**config.mk**
```make
export PLATFORM = sky130hd
export DESIGN_NAME = pbypass_ctrl
export DESIGN_NICKNAME = d
export VERILOG_FILES = /design/src/rtl/pbypass_ctrl.sv
export SDC_FILE = /design/constraint.sdc
export NUM_CORES = 1
export LEC_CHECK = 0
export BUFFER_PORTS_ARGS = -buffer_cell sky130_fd_sc_hd__buf_2
export CORE_AREA = 4 4 41 43
export CTS_BUF_LIST = sky130_fd_sc_hd__clkbuf_8
export DETAILED_ROUTE_END_ITERATION = 7
export DIE_AREA = 0 0 45 47
export PLACE_DENSITY_LB_ADDON = 0.12
export SYNTH_ARGS = -nofsm -noshare
export SYNTH_HDL_FRONTEND = slang
export SYNTH_SLANG_ARGS = --single-unit
```
**constraint.sdc**
```tcl
create_clock -name CLK -period 1.3 [get_ports CLK]
set_input_delay 0.39 -clock CLK [delete_from_list [all_inputs] [get_ports CLK]]
set_output_delay 0.39 -clock CLK [all_outputs]
set_load 0.02 [all_outputs]
```
**src/rtl/pbypass_ctrl.sv**
```systemverilog
// ============================================================================
// pbypass_ctrl
// ----------------------------------------------------------------------------
// Upstream controller for the programmable delay by-pass counter.
// It accepts by-pass instructions (a delay count V) over a valid/ready
// handshake and loads them into the counter. It holds the datapath stall
// until the counter's registered TERMINATE arrives. Then it pulses DONE and
// releases the stall. The counter shows a stale TERMINATE in the cycle after
// a load, so the FSM passes through a GUARD state that ignores it.
//
// Configuration macro:
//   PBYPASS_QUEUE_EN  - when defined, a 2-entry instruction FIFO sits in front
//                       of the FSM. Entry 0 is the by-pass in flight and entry
//                       1 is the next one queued. Back-to-back by-passes run
//                       with no IDLE gap. When undefined, a single holding
//                       register is used and instructions are only accepted
//                       in IDLE.
//
// Ports:
//   CLK          in   clock, rising edge
//   RESET        in   synchronous reset, active-low
//   INSTR_VALID  in   by-pass instruction present
//   INSTR_COUNT  in   requested delay count V
//   INSTR_READY  out  instruction accepted when VALID & READY at an edge
//   ABORT        in   cancel the current and all queued by-passes
//   LOAD_COUNT   out  to counter: load COUNT_VALUE this edge
//   COUNT_VALUE  out  to counter: delay value being loaded (held otherwise)
//   TERMINATE    in   from counter: registered (count == 0)
//   STALL        out  hold the datapath pipeline
//   DONE         out  one-cycle pulse per completed by-pass
//   BUSY         out  state != IDLE
// ============================================================================
module pbypass_ctrl #(
    parameter int COUNT_W = 8
) (
    input  logic               CLK,
    input  logic               RESET,
    input  logic               INSTR_VALID,
    input  logic [COUNT_W-1:0] INSTR_COUNT,
    output logic               INSTR_READY,
    input  logic               ABORT,
    output logic               LOAD_COUNT,
    output logic [COUNT_W-1:0] COUNT_VALUE,
    input  logic               TERMINATE,
    output logic               STALL,
    output logic               DONE,
    output logic               BUSY
);

    typedef enum logic [1:0] {
        S_IDLE,
        S_LOAD,
        S_GUARD,
        S_WAIT
    } state_t;

    state_t             r_state;
    state_t             w_state_next;
    logic [COUNT_W-1:0] r_count_value;
    logic               r_done;

    logic               w_accept;     // instruction handshake completes this edge
    logic               w_finish;     // by-pass completes normally this edge
    logic               w_ready_base; // readiness before the ABORT/RESET gating
    logic               w_idle_start; // IDLE has work to start
    logic               w_wait_more;  // WAIT has another by-pass to chain into
    logic [COUNT_W-1:0] w_idle_value; // value loaded when leaving IDLE
    logic [COUNT_W-1:0] w_wait_value; // value loaded when chaining from WAIT
    logic [COUNT_W-1:0] w_load_value;

    assign w_accept = INSTR_VALID && INSTR_READY;
    // ABORT wins over TERMINATE arriving in the same cycle.
    assign w_finish = (r_state == S_WAIT) && TERMINATE && !ABORT;

`ifdef PBYPASS_QUEUE_EN
    logic [COUNT_W-1:0] r_fifo [2];
    logic [1:0]         r_fifo_cnt;

    assign w_ready_base = (r_fifo_cnt != 2'd2);
    assign w_idle_start = w_accept || (r_fifo_cnt != 2'd0);
    // Entry 0 is the by-pass finishing now. Chain if entry 1 exists, or if a
    // new instruction arrives as entry 0 pops.
    assign w_wait_more  = (r_fifo_cnt == 2'd2) || w_accept;
    assign w_idle_value = (r_fifo_cnt != 2'd0) ? r_fifo[0] : INSTR_COUNT;
    assign w_wait_value = (r_fifo_cnt == 2'd2) ? r_fifo[1] : INSTR_COUNT;

    // NOTE: FIFO storage has no reset. Only the occupancy count is reset, and
    // no entry is read before it has been written.
    always_ff @(posedge CLK) begin
        if (!RESET || ABORT) begin
            r_fifo_cnt <= 2'd0;
        end else begin
            case ({w_accept, w_finish})
                2'b10: begin
                    r_fifo[r_fifo_cnt[0]] <= INSTR_COUNT;
                    r_fifo_cnt            <= r_fifo_cnt + 2'd1;
                end
                2'b01: begin
                    r_fifo[0]  <= r_fifo[1];
                    r_fifo_cnt <= r_fifo_cnt - 2'd1;
                end
                2'b11: begin
                    // Pop and push together: the occupancy is unchanged.
                    if (r_fifo_cnt == 2'd1) begin
                        r_fifo[0] <= INSTR_COUNT;
                    end else begin
                        r_fifo[0] <= r_fifo[1];
                        r_fifo[1] <= INSTR_COUNT;
                    end
                end
                default: ;
            endcase
        end
    end
`else
    assign w_ready_base = (r_state == S_IDLE);
    assign w_idle_start = w_accept;
    assign w_wait_more  = 1'b0;
    assign w_idle_value = INSTR_COUNT;
    assign w_wait_value = INSTR_COUNT;
`endif

    assign w_load_value = (r_state == S_WAIT) ? w_wait_value : w_idle_value;

    // ------------------------------------------------------------------
    // FSM: state register
    // ------------------------------------------------------------------
    // NOTE: sequential state uses non-blocking assignments only. Every
    // register then samples pre-edge values, whatever the process order.
    always_ff @(posedge CLK) begin
        if (!RESET) begin
            r_state <= S_IDLE;
        end else begin
            r_state <= w_state_next;
        end
    end

    // ------------------------------------------------------------------
    // FSM: next-state logic
    // ------------------------------------------------------------------
    // NOTE: the default assignment at the top keeps this block free of
    // inferred latches on paths that do not set a value.
    always_comb begin
        w_state_next = r_state;
        if (ABORT && (r_state != S_IDLE)) begin
            w_state_next = S_IDLE;
        end else begin
            case (r_state)
                S_IDLE:  if (w_idle_start && !ABORT) w_state_next = S_LOAD;
                S_LOAD:  w_state_next = S_GUARD;
                // TERMINATE here still reflects the count before the load.
                S_GUARD: w_state_next = S_WAIT;
                S_WAIT:  if (TERMINATE) w_state_next = w_wait_more ? S_LOAD : S_IDLE;
                default: w_state_next = S_IDLE;
            endcase
        end
    end

    // ------------------------------------------------------------------
    // Datapath registers: loaded value (held outside LOAD) and DONE pulse
    // ------------------------------------------------------------------
    always_ff @(posedge CLK) begin
        if (!RESET) begin
            r_count_value <= '0;
            r_done        <= 1'b0;
        end else begin
            if (w_state_next == S_LOAD) begin
                r_count_value <= w_load_value;
            end
            r_done <= w_finish;
        end
    end

    // ------------------------------------------------------------------
    // FSM: outputs. Only INSTR_READY depends on inputs.
    // ------------------------------------------------------------------
    always_comb begin
        INSTR_READY = RESET && w_ready_base && !ABORT;
        LOAD_COUNT  = (r_state == S_LOAD);
        STALL       = (r_state != S_IDLE);
        BUSY        = (r_state != S_IDLE);
        COUNT_VALUE = r_count_value;
        DONE        = r_done;
    end

endmodule

```
==> results.py, run 1 <==
metrics = {
    "finish": {
        "n_antenna_cell": 0,
        "fin_nets": 94,
        "regArea_sq_um": 225,
        "final_cell_area_sq_um": 694,
        "drive_above_1_share": 0.563,
        "area_delta_synth_final_pct": 44.5,
        "stdcell_count": 95,
        "multi_input_area_sq_um": 229,
        "n_fill_cell": 131,
    },
    "global_routing": {
        "grt_start_max_net_pins": 11,
        "grt_pass1_wl_um": 1790,
        "track_usage": 0.115,
        "grt_overflow_total": 0,
        "antenna_found_initial": 0,
        "grt_pass1_vias": 429,
    },
    "clocking": {
        "numCtsBuffers": 3,
        "clock_sinks": 11,
        "cts_tree": "built",
        "path_clk_slew_ns": 0.05,
        "clock_path_buffers": 2,
        "cts-root-buf": "clkbuf_8",
        "clock_latency_ns": 0.23,
        "htreeDepth": 1,
    },
    "drt": {
        "drt-met1-wl_um": 427,
        "dr_wl_met2_um": 534,
        "dr.pass1.iters": 4,
        "routed.top_layer": "met4",
        "first_iter_violations": 2,
        "drc_errors": 0,
        "ant_nets": 0,
        "wl_um": 1070,
        "routed_via_density": 4.61,
        "route.met3.wl_um": 103,
        "wl_per_cell_um": 11.2,
        "via_count": 438,
    },
    "floorplan": {
        "dieArea_sq_um": 2120,
        "start_util": 0.369,
        "placementRows": 13,
        "ios": 26,
        "dieWidth_um": 45,
        "die_y_um": 47,
        "core_area_sq_um": 1300,
    },
    "synthesis": {
        "synth_edf_count": 0,
        "synth_cell_types": 17,
        "synth_top_cell_by_area": "dfxtp_1",
        "yosysSeqAreaShare": 0.458,
        "synth_top_area_share": 0.458,
        "syn_area_per_cell_sq_um": 9.61,
        "yosysWarnings": 0,
        "synthTopCellsByArea": "dfxtp_1 46%, o21ai_2 15%, nand3_1 9.4%",
        "syn_inst": 50,
        "ys_async_sr_fraction": 0,
        "yosysMostFrequentCell": "dfxtp_1",
        "synth-seq-cells": 11,
        "syn_nets": 63,
        "synthesis.area_sq_um": 480,
        "ys_top_cells_by_count": "11 x dfxtp_1, 9 x nand3_1, 8 x nand2_1, 8 x o21ai_2, 2 x buf_6",
        "ys.flop_type": "dfxtp_1",
    },
    "worst_setup_path": {
        "worstSetupPathType": "register to output pin",
        "worstPathArrival_ns": 1.04,
        "crit_required_ns": 0.91,
        "crit_buf_inv": 1,
        "start_kind": "register",
        "cpLargestDelayFamily": "flip-flops",
        "crit_path_max_fanout": 4,
        "crit_slowest_cell": "dfxtp_2",
        "cp_slowest_stage_delay_ns": 0.34,
        "worstPathCellList": "nor4b_4 > buf_4",
        "worst_setup_path_end_kind": "output pin",
    },
    "place": {
        "placed_cells": 91,
        "place_area_sq_um": 628,
        "post-dp-hpwl_um": 855,
        "numPortBuffers": 25,
        "gp_congestion": 0.682,
        "pre_cts_ws_ns": -0.0429,
    },
    "power": {
        "p_per_area_nw_per_um2": 1170,
        "clock_power_share": 0.391,
        "swShare": 0.237,
        "ir_drop_uv": 587,
        "fin_total_pwr_w": 0.000813,
        "switchingPower_w": 0.000192,
        "p_leak_nw": 0.340,
        "power.internal_w": 0.000620,
        "comb_power_share": 0.163,
        "power_frac_seq": 0.446,
    },
    "timing": {
        "post-route-period-util": 1.10,
        "fin_crit_ns": 1.43,
        "hold_violations": 0,
        "worst_pin_slew_ns": 0.232,
        "layout_setup_ws_ns": -0.131,
        "fin_skew_ns": 0.00171,
        "fmax_ghz": 0.699,
        "drv_slew": 0,
        "maxSlewHeadroom": 0.845,
        "final-setup-viol-count": 3,
        "rsz0062_at_grt": "yes",
        "fin_hold_ws_ns": 0.387,
    },
    "status": {
        "violations": "setup timing",
        "outcome": "finished with violations",
    },
    "flow_run": {
        "maxCapViolCount": 0,
    },
    "hold_path": {
        "worstHoldPathType": "input pin to register",
    },
}
-- state kept, by name, indices dropped and copies added (netlist names) --
name,cells
r_state,2
DONE,1
COUNT_VALUE,8
-- cells by family (layout without fill, tap and decap cells) --
family | Yosys count | in the layout | synth area share
AOI/OAI and AO/OA | 10 | 10 | 0.172
and+or+nand+nor | 25 | 25 | 0.300
DFF | 11 | 11 | 0.458
buffers and inverters | 4 | 34 | 0.0703
-- tightest hold or removal path, stage by stage --
cell	delay (ns)
buf_2	0.07
nand3_1	0.07
o21ai_2	0.05
-- cell type report --
type | instances | share of cell area
repair buffers | 30 | 0.254
clock buffers | 3 | 0.0595
flip-flops and latches | 11 | 0.324
clock inverters | 1 | 0.00541
multi-input cells | 35 | 0.330
well taps | 15 | 0.0270
-- power by group through the flow --
stage               clock [W]  sequential [W]  combinational (W)
floorplan                   0        0.000386          0.0000640
global placement            0        0.000369           0.000127
detailed placement          0        0.000369           0.000127
CTS                  0.000332        0.000362           0.000134
global route         0.000356        0.000364           0.000145
finish               0.000318        0.000362           0.000133
-- path summary, 6_finish.rpt --
check / start / cells past startpoint / slack [ns] / endpoint
setup / recovery: r_state[1] / 2 / -0.13 / INSTR_READY
setup reg to reg: r_state[1] / 4 / 0.16 / COUNT_VALUE[7]
hold reg to reg: COUNT_VALUE[4] / 2 / 0.46 / COUNT_VALUE[4]
hold / removal: INSTR_COUNT[2] / 3 / 0.39 / COUNT_VALUE[2]
-- cells in the final DEF, fill, tap and decap left out, types with 3 or more instances in the layout --
cell type,synthesis,layout
clkbuf_8,0,3
dfxtp_1,11,9
buf_4,1,8
nand2_1,8,8
o21ai_2,8,8
nand3_1,9,9
buf_2,0,21
-- through the flow --
step	utilization	setup TNS, ns
floorplan	-	-1.92
global placement	0.483	-0.0322
detailed placement	0.483	-0.0429
CTS	0.532	-0.281
global route	0.534	-0.421
finish	0.534	-0.258
-- timing repair --
item | 4_1_cts | 5_1_grt
buffers inserted | 0 | 0
setup endpoints to repair | 4 | 4
hold buffers | 0 | 0
pin swaps | 2 | 0
resized for setup | 8 | 1
-- metal layers --
layer / up-vias / track usage
met5: - / 0
met4: 0 / 0.0526
met3: 2 / 0.0268
met2: 14 / 0.192
met1: 195 / 0.141
li1: 227 / -
Note: power is estimated with default switching activity, not from simulation.
==> run 2, diff against run 1 <==
==> constraint.sdc (replaced) <==
create_clock -name CLK -period 1.3 [get_ports CLK]
set_input_delay 0.065 -clock CLK [delete_from_list [all_inputs] [get_ports CLK]]
set_output_delay 0.065 -clock CLK [all_outputs]
set_load 0.02 [all_outputs]
==> run 2 against run 1 <==
  * The run now ends clean
  * Maximum frequency increased by 15%
  * Register-to-register slack got worse by 0.03 ns
  * Clock-buffer cell count unchanged
  * Critical endpoint unchanged
  * Largest power group unchanged
==> results.py, run 2 (synthesis results as in run 1) <==
metrics = {
    "worst_setup_path": {
        "start_kind": "register",
        "crit_path_max_fanout": 6,
        "r2r-end": "COUNT_VALUE[6]",
        "reg2reg_slack_ns": 0.13,
        "worstPathArrival_ns": 1.18,
        "r2r_cells": 4,
        "worst_setup_path_end_kind": "output pin",
        "worstSetupPathType": "register to output pin",
        "r2r_start": "r_state[1]",
        "crit_slowest_cell": "dfxtp_4",
        "worstPathCellList": "nor4b_4 > buf_6 > buf_2",
        "crit_required_ns": 1.24,
        "cp_slowest_stage_delay_ns": 0.36,
    },
    "drt": {
        "drc_errors": 0,
        "via_count": 438,
        "dr.pass1.iters": 4,
        "first_iter_violations": 2,
        "ant_nets": 0,
        "wl_per_cell_um": 11.3,
        "wl_um": 1090,
        "routed_via_density": 4.56,
    },
    "place": {
        "gp_congestion": 0.662,
        "pre_cts_ws_ns": 0.202,
        "numPortBuffers": 25,
        "placed_cells": 90,
        "place_area_sq_um": 624,
    },
    "global_routing": {
        "antenna_found_initial": 0,
        "track_usage": 0.102,
        "grt_pass1_wl_um": 1550,
        "grt_overflow_total": 0,
        "grt_start_max_net_pins": 11,
        "grt_pass1_vias": 369,
    },
    "finish": {
        "stdcell_count": 96,
        "largest_reg_flops": 8,
        "n_fill_cell": 146,
        "drive_above_1_share": 0.556,
        "fin_nets": 95,
        "n_antenna_cell": 0,
        "final_cell_mix": "25 x buf_2, 10 x dfxtp_1, 9 x nand3_1",
        "area_delta_synth_final_pct": 43.2,
        "final_cell_area_sq_um": 688,
        "mostFrequentLayoutCell": "buf_2",
    },
    "flow_run": {
        "maxCapViolCount": 0,
    },
    "clocking": {
        "path_clk_slew_ns": 0.05,
        "clock_sinks": 11,
        "cts-root-buf": "clkbuf_8",
        "numCtsBuffers": 3,
        "cts_tree": "built",
        "clock_latency_ns": 0.23,
        "htreeDepth": 1,
        "clock_path_buffers": 2,
    },
    "timing": {
        "maxSlewHeadroom": 0.840,
        "post-route-period-util": 0.955,
        "worst_pin_slew_ns": 0.240,
        "layout_setup_ws_ns": 0.0591,
        "final-setup-viol-count": 0,
        "fin_skew_ns": 0.00288,
        "drv_slew": 0,
        "tns_ns": 0,
        "fmax_ghz": 0.806,
        "rsz0062_at_grt": "no",
        "hold_violations": 0,
        "fin_crit_ns": 1.24,
    },
    "power": {
        "fin_total_pwr_w": 0.000820,
        "ir_drop_uv": 1000,
        "p_leak_nw": 0.345,
        "p_per_area_nw_per_um2": 1190,
    },
    "floorplan": {
        "ios": 26,
        "start_util": 0.369,
        "dieArea_sq_um": 2120,
        "die_y_um": 47,
        "core_area_sq_um": 1300,
        "placementRows": 13,
        "dieWidth_um": 45,
    },
    "hold_path": {
        "worstHoldPathType": "input pin to register",
        "min_from": "INSTR_COUNT[7]",
        "hold_path_end": "COUNT_VALUE[7]",
        "min_path_cells": 3,
    },
    "status": {
        "outcome": "finished clean",
    },
}
run 2: cell type report:
type | count | area (sq um) | share of cell area
Multi-Input combinational cell | 35 | 226 | 0.329
Sequential cell | 11 | 224 | 0.325
Timing Repair Buffer | 31 | 174 | 0.253
Clock buffer | 3 | 41.3 | 0.0600
Tap cell | 15 | 18.8 | 0.0273
Clock inverter | 1 | 3.75 | 0.00545
run 2: per-stage QoR:
stage	utilization	hold slack, ns
finish	0.529	0.0625
global route	0.529	0.0664
CTS	0.514	0.0593
detailed placement	0.480	0.298
global placement	0.480	0.295
floorplan	-	0.187
run 2: report_power, final:
| group | leakage, nW | total [W] | internal, W | switching, W |
|---|---|---|---|---|
| Sequential | 0.0906 | 0.000362 | 0.000352 | 0.00000952 |
| Clock | 0.0269 | 0.000326 | 0.000207 | 0.000120 |
| Combinational | 0.227 | 0.000132 | 0.0000596 | 0.0000721 |
| Total | 0.345 | 0.000820 | 0.000618 | 0.000201 |
run 2: per-layer routing:
layer | global-route usage | vias to the layer above | routed length, um
li1 | - | 229 | -
met1 | 0.133 | 192 | 492
met2 | 0.161 | 17 | 475
met3 | 0.0421 | 0 | 117
met4 | 0.0175 | 0 | 0
met5 | 0 | - | 0
run 2: what timing repair did:
item / in CTS / in global routing
endpoints found under the setup margin: 0 / 1
hold buffers: 0 / 0
buffers inserted: 0 / 2
gates resized for setup: 0 / 1
run 2: worst max-delay path, delay by kind of cell, from the launching register on:
kind	cells	cell delay (ns)
DFF	1	0.36
buffers and inverters	2	0.29
and+or+nand+nor	1	0.29
run 2: worst max-delay path by stage:
stage / end / from / slack (ns)
5_1_grt: INSTR_READY / r_state[1] / 0.01
6_report: INSTR_READY / r_state[1] / 0.06
4_1_cts: INSTR_READY / r_state[1] / 0.01
2_1_floorplan: COUNT_VALUE[0] / r_state[1] / -0.15
3_5_place_dp: COUNT_VALUE[1] / r_state[1] / 0.20
3_3_place_gp: COUNT_VALUE[4] / r_state[1] / 0.22
==> run 3, diff against run 2 <==
--- a/config.mk
+++ b/config.mk
@@ -6,10 +6,12 @@
 export NUM_CORES = 1
 export LEC_CHECK = 0
 export BUFFER_PORTS_ARGS = -buffer_cell sky130_fd_sc_hd__buf_2
-export CORE_AREA = 4 4 41 43
+export CELL_PAD_IN_SITES_DETAIL_PLACEMENT = 0
+export CELL_PAD_IN_SITES_GLOBAL_PLACEMENT = 1
+export CORE_MARGIN = 4
+export CORE_UTILIZATION = 28
 export CTS_BUF_LIST = sky130_fd_sc_hd__clkbuf_8
 export DETAILED_ROUTE_END_ITERATION = 7
-export DIE_AREA = 0 0 45 47
 export PLACE_DENSITY_LB_ADDON = 0.12
 export SYNTH_ARGS = -nofsm -noshare
 export SYNTH_HDL_FRONTEND = slang
==> run 3 against run 2 <==
  * Routed wire length rose by 7.8%
  * Global-route usage fell by 0.13 points
  * Sequential share of layout area fell by 0.41 points
  * Clock power rose by 2%
  * Sequential power barely moved
  * Combinational power barely moved
  * First-iteration DRC count fell by 100%
  * Largest power group unchanged
  * Core utilization fell by 8.2 points
  * Via count rose by 2.3%
  * Total power rose by 1.2%
  * Clock-buffer cell count did not move
==> results.py, run 3 (synthesis results as in run 1) <==
metrics = {
    "status": {
        "outcome": "finished clean",
    },
    "worst_setup_path": {
        "cpLargestDelayFamily": "flip-flops",
        "cp_slowest_stage_delay_ns": 0.36,
        "crit_buf_inv": 2,
        "worstPathArrival_ns": 1.17,
        "worst_setup_path_end_kind": "output pin",
        "start_kind": "register",
        "crit_slowest_cell": "dfxtp_4",
        "crit_required_ns": 1.24,
        "crit_path_max_fanout": 6,
        "worstPathCellList": "nor4b_4 > buf_6 > buf_2",
        "worstSetupPathType": "register to output pin",
    },
    "global_routing": {
        "grt_pass1_vias": 365,
        "antenna_found_initial": 0,
        "track_usage": 0.101,
        "grt_overflow_total": 0,
        "grt_start_max_net_pins": 11,
        "grt_pass1_wl_um": 1820,
    },
    "timing": {
        "maxSlewHeadroom": 0.851,
        "fin_crit_ns": 1.23,
        "rsz0062_at_grt": "no",
        "fmax_ghz": 0.811,
        "drv_slew": 0,
        "fin_skew_ns": 0.00203,
        "post-route-period-util": 0.948,
        "final-setup-viol-count": 0,
        "hold_violations": 0,
        "worst_pin_slew_ns": 0.223,
    },
    "drt": {
        "via_count": 448,
        "ant_nets": 0,
        "dr.pass1.iters": 1,
        "wl_per_cell_um": 11.9,
        "drc_errors": 0,
        "first_iter_violations": 0,
        "wl_um": 1170,
        "routed_via_density": 4.57,
    },
    "finish": {
        "mostFrequentLayoutCell": "buf_2",
        "final_cell_area_sq_um": 697,
        "area_delta_synth_final_pct": 45.1,
        "n_fill_cell": 172,
        "final_cell_mix": "25 x buf_2, 10 x dfxtp_1, 9 x nand3_1",
        "drive_above_1_share": 0.561,
        "largest_reg_flops": 8,
        "fin_nets": 96,
        "n_antenna_cell": 0,
    },
    "power": {
        "fin_total_pwr_w": 0.000830,
        "p_leak_nw": 0.350,
        "ir_drop_uv": 622,
        "p_per_area_nw_per_um2": 1190,
    },
    "floorplan": {
        "die_y_um": 49.4,
        "start_util": 0.308,
        "dieWidth_um": 49.4,
        "dieArea_sq_um": 2440,
        "core_area_sq_um": 1560,
        "ios": 26,
        "placementRows": 14,
    },
    "clocking": {
        "path_clk_slew_ns": 0.05,
        "clock_latency_ns": 0.24,
        "cts-root-buf": "clkbuf_8",
        "numCtsBuffers": 3,
        "cts_tree": "built",
        "clock_sinks": 11,
        "htreeDepth": 1,
        "clock_path_buffers": 2,
    },
    "hold_path": {
        "worstHoldPathType": "input pin to register",
    },
    "place": {
        "gp_congestion": 0.738,
        "post-dp-hpwl_um": 900,
        "numPortBuffers": 25,
        "place_area_sq_um": 626,
    },
    "flow_run": {
        "maxCapViolCount": 0,
    },
}
-- run 3: layer usage --
| layer | share of wire | track usage |
|---|---|---|
| met1 | 0.46 | 0.128 |
| met3 | 0.094 | 0.0398 |
| met2 | 0.43 | 0.132 |
| met4 | 0.014 | 0.0829 |
| met5 | 0 | 0 |
-- run 3: worst paths after layout --
check,depth (start not counted),start,slack [ns],to
setup / recovery,3,r_state[1],0.07,INSTR_READY
setup reg to reg,4,r_state[1],0.16,COUNT_VALUE[7]
hold / removal,3,INSTR_COUNT[2],0.06,COUNT_VALUE[2]
hold reg to reg,2,COUNT_VALUE[3],0.47,COUNT_VALUE[3]
-- run 3: repair_timing --
| action | 4_1_cts | 5_1_grt |
|---|---|---|
| endpoints found under the setup margin | 1 | 1 |
| setup buffers | 0 | 3 |
| gates resized for setup | 1 | 0 |
| hold buffers | 0 | 0 |
-- run 3: where the power goes --
part           switching [W]  internal [W]
sequential        0.00000955      0.000352
combinational      0.0000730     0.0000618
clock               0.000126      0.000207
total               0.000209      0.000621
-- run 3: metrics by stage --
stage	TNS (ns)	hold slack, ns	std cells	setup WS (ns)	util
after global placement	0	0.294	91	0.214	0.401
after detailed placement	0	0.296	91	0.195	0.401
final	0	0.0563	98	0.0671	0.447
after global routing	0	0.0583	98	0.0124	0.447
after CTS	0	0.0476	95	0.0140	0.433
after floorplan	-1.21	0.187	50	-0.151	-
-- run 3: area by class of cell --
class | instances | area, sq um | area share
clock buffer | 3 | 41.3 | 0.0592
clock inverter | 1 | 3.75 | 0.00539
multi-input combinational | 35 | 226 | 0.325
sequential | 11 | 224 | 0.321
tap | 16 | 20.0 | 0.0287
timing repair buffer | 32 | 181 | 0.260
-- run 3: worst min-delay path, stage by stage --
cell and delay, ns:
buf_2 0.07, nand3_1 0.07, o21ai_2 0.06
